### config.mk
export PLATFORM = sky130hd
export DESIGN_NAME = board_stabilizer
export DESIGN_NICKNAME = d
export VERILOG_FILES = /design/src/rtl/board_stabilizer.sv
export SDC_FILE = /design/constraint.sdc
export NUM_CORES = 1
export LEC_CHECK = 0
export CAP_MARGIN = 5
export CORE_MARGIN = 2
export CORE_UTILIZATION = 43
export DETAILED_ROUTE_END_ITERATION = 6
export PLACE_DENSITY = 0.68
export REMOVE_ABC_BUFFERS = 1
export SLEW_MARGIN = 20
export SYNTH_ARGS = -nofsm -noshare
export SYNTH_HDL_FRONTEND = slang
export SYNTH_SLANG_ARGS = --single-unit
### constraint.sdc
create_clock -name clk -period 3.95 [get_ports clk]
set_input_delay 0.79 -clock clk [delete_from_list [all_inputs] [get_ports clk]]
set_output_delay 0.79 -clock clk [all_outputs]
set_load 0.01 [all_outputs]
### src/rtl/board_stabilizer.sv
// board_stabilizer: vsync-sampled board debouncer publishing stable boards; BOARD_STAB_CELLCOUNT_EN adds cell counting
module board_stabilizer #(
  parameter int STABLE_FRAMES = 3,
  parameter int ROWS = 18,
  parameter int COLS = 10,
  parameter int EXTRA = 8,
  parameter int W = ROWS * COLS + EXTRA
) (
  input  logic         clk,
  input  logic         rst_n,
  input  logic         vsync,
  input  logic [W-1:0] board_in,
  output logic [W-1:0] board_out,
  output logic         board_valid,
  output logic [7:0]   cell_count,
  output logic         piece_spawn
);
  typedef enum logic [1:0] {IDLE, CHECK, COUNT, PUBLISH} state_t;
  state_t st_q, st_d;
  logic [2:0] sync_q, sync_d;
  logic [W-1:0] cur_q, cur_d, prev_q, prev_d, bo_q, bo_d;
  logic [3:0] mc_q, mc_d, mn;
  logic bv_q, bv_d, ps_q, ps_d, tick, go;
  assign tick = sync_q[1] & ~sync_q[2];
  assign board_out = bo_q;
  assign board_valid = bv_q;
  assign piece_spawn = ps_q;
`ifdef BOARD_STAB_CELLCOUNT_EN
  logic [4:0] ri_q, ri_d;
  logic [7:0] acc_q, acc_d, cc_q, cc_d;
  logic [COLS-1:0] row;
  assign cell_count = cc_q;
  function automatic logic [3:0] popcount(input logic [COLS-1:0] r);
    logic [3:0] p;
    p = '0;
    for (int i = 0; i < COLS; i++) p = p + 4'(r[i]);
    return p;
  endfunction
`else
  assign cell_count = '0;
`endif
  always_comb begin
    sync_d = {sync_q[1:0], vsync};
    st_d = st_q;
    cur_d = cur_q;
    prev_d = prev_q;
    bo_d = bo_q;
    mc_d = mc_q;
    bv_d = 1'b0;
    ps_d = 1'b0;
    mn = (cur_q == prev_q) ? ((mc_q >= 4'(STABLE_FRAMES)) ? 4'(STABLE_FRAMES) : mc_q + 4'd1) : 4'd1;
    go = (mn == 4'(STABLE_FRAMES)) && (cur_q != bo_q);
`ifdef BOARD_STAB_CELLCOUNT_EN
    ri_d = ri_q;
    acc_d = acc_q;
    cc_d = cc_q;
    row = cur_q[ri_q * COLS +: COLS];
`endif
    case (st_q)
      IDLE: begin
        cur_d = tick ? board_in : cur_q;
        st_d = tick ? CHECK : IDLE;
      end
      CHECK: begin
        mc_d = mn;
        prev_d = cur_q;
`ifdef BOARD_STAB_CELLCOUNT_EN
        ri_d = '0;
        acc_d = '0;
        st_d = go ? COUNT : IDLE;
`else
        st_d = go ? PUBLISH : IDLE;
`endif
      end
`ifdef BOARD_STAB_CELLCOUNT_EN
      COUNT: begin
        acc_d = acc_q + 8'(popcount(row));
        ri_d = ri_q + 5'd1;
        st_d = (ri_q == 5'(ROWS - 1)) ? PUBLISH : COUNT;
      end
`endif
      PUBLISH: begin
        bo_d = cur_q;
        bv_d = 1'b1;
        ps_d = ~|bo_q[2*COLS-1:0] & |cur_q[2*COLS-1:0];
`ifdef BOARD_STAB_CELLCOUNT_EN
        cc_d = acc_q;
`endif
        st_d = IDLE;
      end
      default: st_d = IDLE;
    endcase
  end
  always_ff @(posedge clk or negedge rst_n) begin
    if (!rst_n) begin
      st_q <= IDLE;
      sync_q <= '0;
      cur_q <= '0;
      prev_q <= '0;
      bo_q <= '0;
      mc_q <= '0;
      bv_q <= 1'b0;
      ps_q <= 1'b0;
`ifdef BOARD_STAB_CELLCOUNT_EN
      ri_q <= '0;
      acc_q <= '0;
      cc_q <= '0;
`endif
    end else begin
      st_q <= st_d;
      sync_q <= sync_d;
      cur_q <= cur_d;
      prev_q <= prev_d;
      bo_q <= bo_d;
      mc_q <= mc_d;
      bv_q <= bv_d;
      ps_q <= ps_d;
`ifdef BOARD_STAB_CELLCOUNT_EN
      ri_q <= ri_d;
      acc_q <= acc_d;
      cc_q <= cc_d;
`endif
    end
  end
endmodule

==> out/metrics.cfg <==
[sta]
post-route-period-util_pct = 73.3
timing.hold.ws_ns = 0.236
setup_ws_ns = 1.06
maxSlewHeadroom_pct = 25.4
fmax_ghz = 0.345
tightest_slew_ns = 1.12
hold_viol_final = 0
period_minus_slack_ns = 2.89
rsz0062_at_grt = no
finalMaxSlewViolations = 0
fin_skew_ns = 0.0190
finalSetupTns_ns = 0
setup_viol = 0

[worst_setup_path]
reg2reg_from = cur_q[21]$_DFFE_PN0P_
critPathMaxFanout = 5
critPathLaunchType = register
crit_required_ns = 4.42
critPathKind = register to register
crit_slowest_cell = nor4_1
r2r_end = st_q[0]$_DFF_PN0_
max_stage_delay_ns = 0.87
r2r_cells = 7
reg2reg_slack_ns = 1.06
endpoint_kind = register
cp.arrival_ns = 3.37
worstPathCellList = xor2_1 -> nor4_1 -> nand4_1 -> nor4_1 -> nand4_1 -> o21ai_0 -> o21bai_1

[clock_tree]
cts_tree = done
cts-root-buf = clkbuf_16
insertion_delay_ns = 0.60
clockBufferDepth = 3
cts_hold_buf = 0
cts_made_buffers = 66
clkTransAtPathRegs_ns = 0.06
post_cts_buffers = 0
cts_sinks = 575
cts_resized = 0
htreeDepth = 3

[routing]
drt-initial-drc-count = 978
route.detailed.drc = 0
wl_per_cell_um = 24.0
vias = 16300
totalWireLength_um = 74600
viasPerCell = 5.26
ant_nets = 0
drtPass1Iterations = 5

[floorplanning]
ioPinCount = 389
rows = 89
die_w_um = 247
start_util_pct = 43.2
core-area_um2 = 58700
die_area_um2 = 60900
die_h_um = 247

[global_route]
grt.total_usage_pct = 24.6
grt_pass1_wl_um = 109000
overflow = 0
antenna_found_initial = 4
grt_max_degree = 112
grt_pass1_vias = 16900

[logic_synthesis]
syn_area_um2 = 25400
yosys_warnings = 0
synth_cells = 1875
synth.distinct_cells = 34
syn_area_per_cell_um2 = 13.5
synth_seq_area_share_pct = 56.7
ys_seq_elements = 575

[power]
ir_worst_vdd_v = 0.000313
p_leak_nw = 14.3
powerDensity_nw_per_um2 = 518
swShare_pct = 28.4
seqPwrFrac_pct = 46.4
internal-power_mw = 12.0
total_power_mw = 16.8
combPwrFrac_pct = 16.7
p_clk_share_pct = 36.9
netSwitchingPower_mw = 4.76

[place]
placed_area_um2 = 30200
place_ws_ns = 1.08
place_congestion = 0.860
dpl.hpwl_um = 54600
port_buffers = 380
dp_cells = 2980

[run]
drv_cap = 0

[final_layout]
nets = 2467
area_growth_pct = 27.7
stdcell_area_um2 = 32400
n_fill_cell = 4844
fin_util_pct = 55.2
stdcell_count = 3101
drive_above_1_share_pct = 27.1

[run_status]
status = finished, final reports clean

[worst_hold_path]
hold_path.class = input pin to async pin

[worst max path at each step]
stage                                 endpoint  depth (start not counted)  slack, ns              startpoint
after global placement     mc_q[0]$_DFFE_PN0P_                          6       0.92  cur_q[123]$_DFFE_PN0P_
after CTS                  mc_q[0]$_DFFE_PN0P_                          7       1.09    cur_q[7]$_DFFE_PN0P_
after global routing       mc_q[0]$_DFFE_PN0P_                          7       0.98    cur_q[7]$_DFFE_PN0P_
after detailed placement   mc_q[0]$_DFFE_PN0P_                          7       1.08    cur_q[7]$_DFFE_PN0P_
final                        st_q[0]$_DFF_PN0_                          7       1.06   cur_q[21]$_DFFE_PN0P_
after floorplan           cur_q[0]$_DFFE_PN0P_                          2     -18.35     sync_q[2]$_DFF_PN0_
[cells in the final DEF, fill, tap and decap left out, types with 8 or more instances in the layout]
cell,n
buf_4,12
dfrtp_1,575
clkbuf_1,20
buf_12,11
nor4_1,88
xor2_1,285
o22ai_1,24
clkdlybuf4s50_1,379
xnor2_1,59
clkbuf_8,18
nand4_1,35
inv_1,50
mux2_2,499
clkbuf_16,69
nor2b_1,10
conb_1,8
o21ai_0,66
nand2_1,68
[synth_stat cells (all sizes together)]
cell type	instances	share of area, %
dfrtp	575	57
mux2	499	22
xor2	285	9.8
nor4	92	2.3
nand2	69	1.0
o21ai	66	1.3
clkbuf	65	0.96
xnor2	59	2.0
inv	50	0.74
nand4	35	0.86
o22ai	24	0.59
buf	13	0.31
nor2b	11	0.27
nand3	5	0.099
nor2	5	0.074
nor3	3	0.059
or4	3	0.089
a2111o	2	0.089
a2111oi	2	0.094
a221oi	1	0.035
and3	1	0.025
conb	1	0.015
ha	1	0.049
nand2b	1	0.025
nor4b	1	0.035
o2111ai	1	0.035
o21bai	1	0.030
o221ai	1	0.035
o22a	1	0.035
or2b	1	0.030
or3	1	0.025
[sequential cells by signal (all words and copies together), names as in the netlist]
register,cells
board_out,188
cur_q,188
prev_q,188
mc_q,4
sync_q,3
st_q,2
board_valid,1
piece_spawn,1
[routing by layer]
| layer | up-vias | track usage [%] | routed length [um] |
|---|---|---|---|
| met5 | - | 0 | 11 |
| met4 | 2 | 7.55 | 1620 |
| met3 | 88 | 4.93 | 3850 |
| met2 | 391 | 40.3 | 36300 |
| met1 | 8470 | 32.8 | 32800 |
| li1 | 7347 | - | - |
[power groups by stage]
stage	clock [mW]	sequential (mW)	combinational [mW]
finish	6.19	7.78	2.80
global route	6.55	7.92	3.04
CTS	6.32	7.77	2.85
detailed placement	0	7.88	2.82
global placement	0	7.80	2.77
floorplan	0	7.58	1.92
[cell families (layout without fill, tap and decap cells)]
| group | Yosys count | in the layout | share of synthesized area (%) |
|---|---|---|---|
| AO/OA/AOI/OAI | 99 | 99 | 2.24 |
| buffers and inverters | 128 | 571 | 2.01 |
| XOR/XNOR | 344 | 344 | 11.9 |
| AND/OR/NAND/NOR | 228 | 228 | 4.91 |
| adder cells (fa/ha/maj) | 1 | 1 | 0.0493 |
| flip-flops | 575 | 575 | 56.7 |
| other | 1 | 11 | 0.0148 |
| multiplexers | 499 | 499 | 22.2 |
[critical path: cells and delay by family, from the launching register on]
kind,cells,cell delay [ns]
AOI/OAI and AO/OA,2,0.26
xor gates and xnor gates,1,0.19
DFF,1,0.46
and+or+nand+nor,4,1.85
[area by class of cell]
cell class | count | area [um^2] | share of cell area, %
Multi-Input combinational cell | 1179 | 10500 | 32.5
Clock inverter | 11 | 146 | 0.452
Antenna cell | 3 | 7.51 | 0.0232
Clock buffer | 107 | 2050 | 6.33
Timing Repair Buffer | 403 | 4120 | 12.7
Inverter | 50 | 188 | 0.579
Tap cell | 773 | 967 | 2.99
Sequential cell | 575 | 14400 | 44.4
Power figures use the tool's default switching activity.
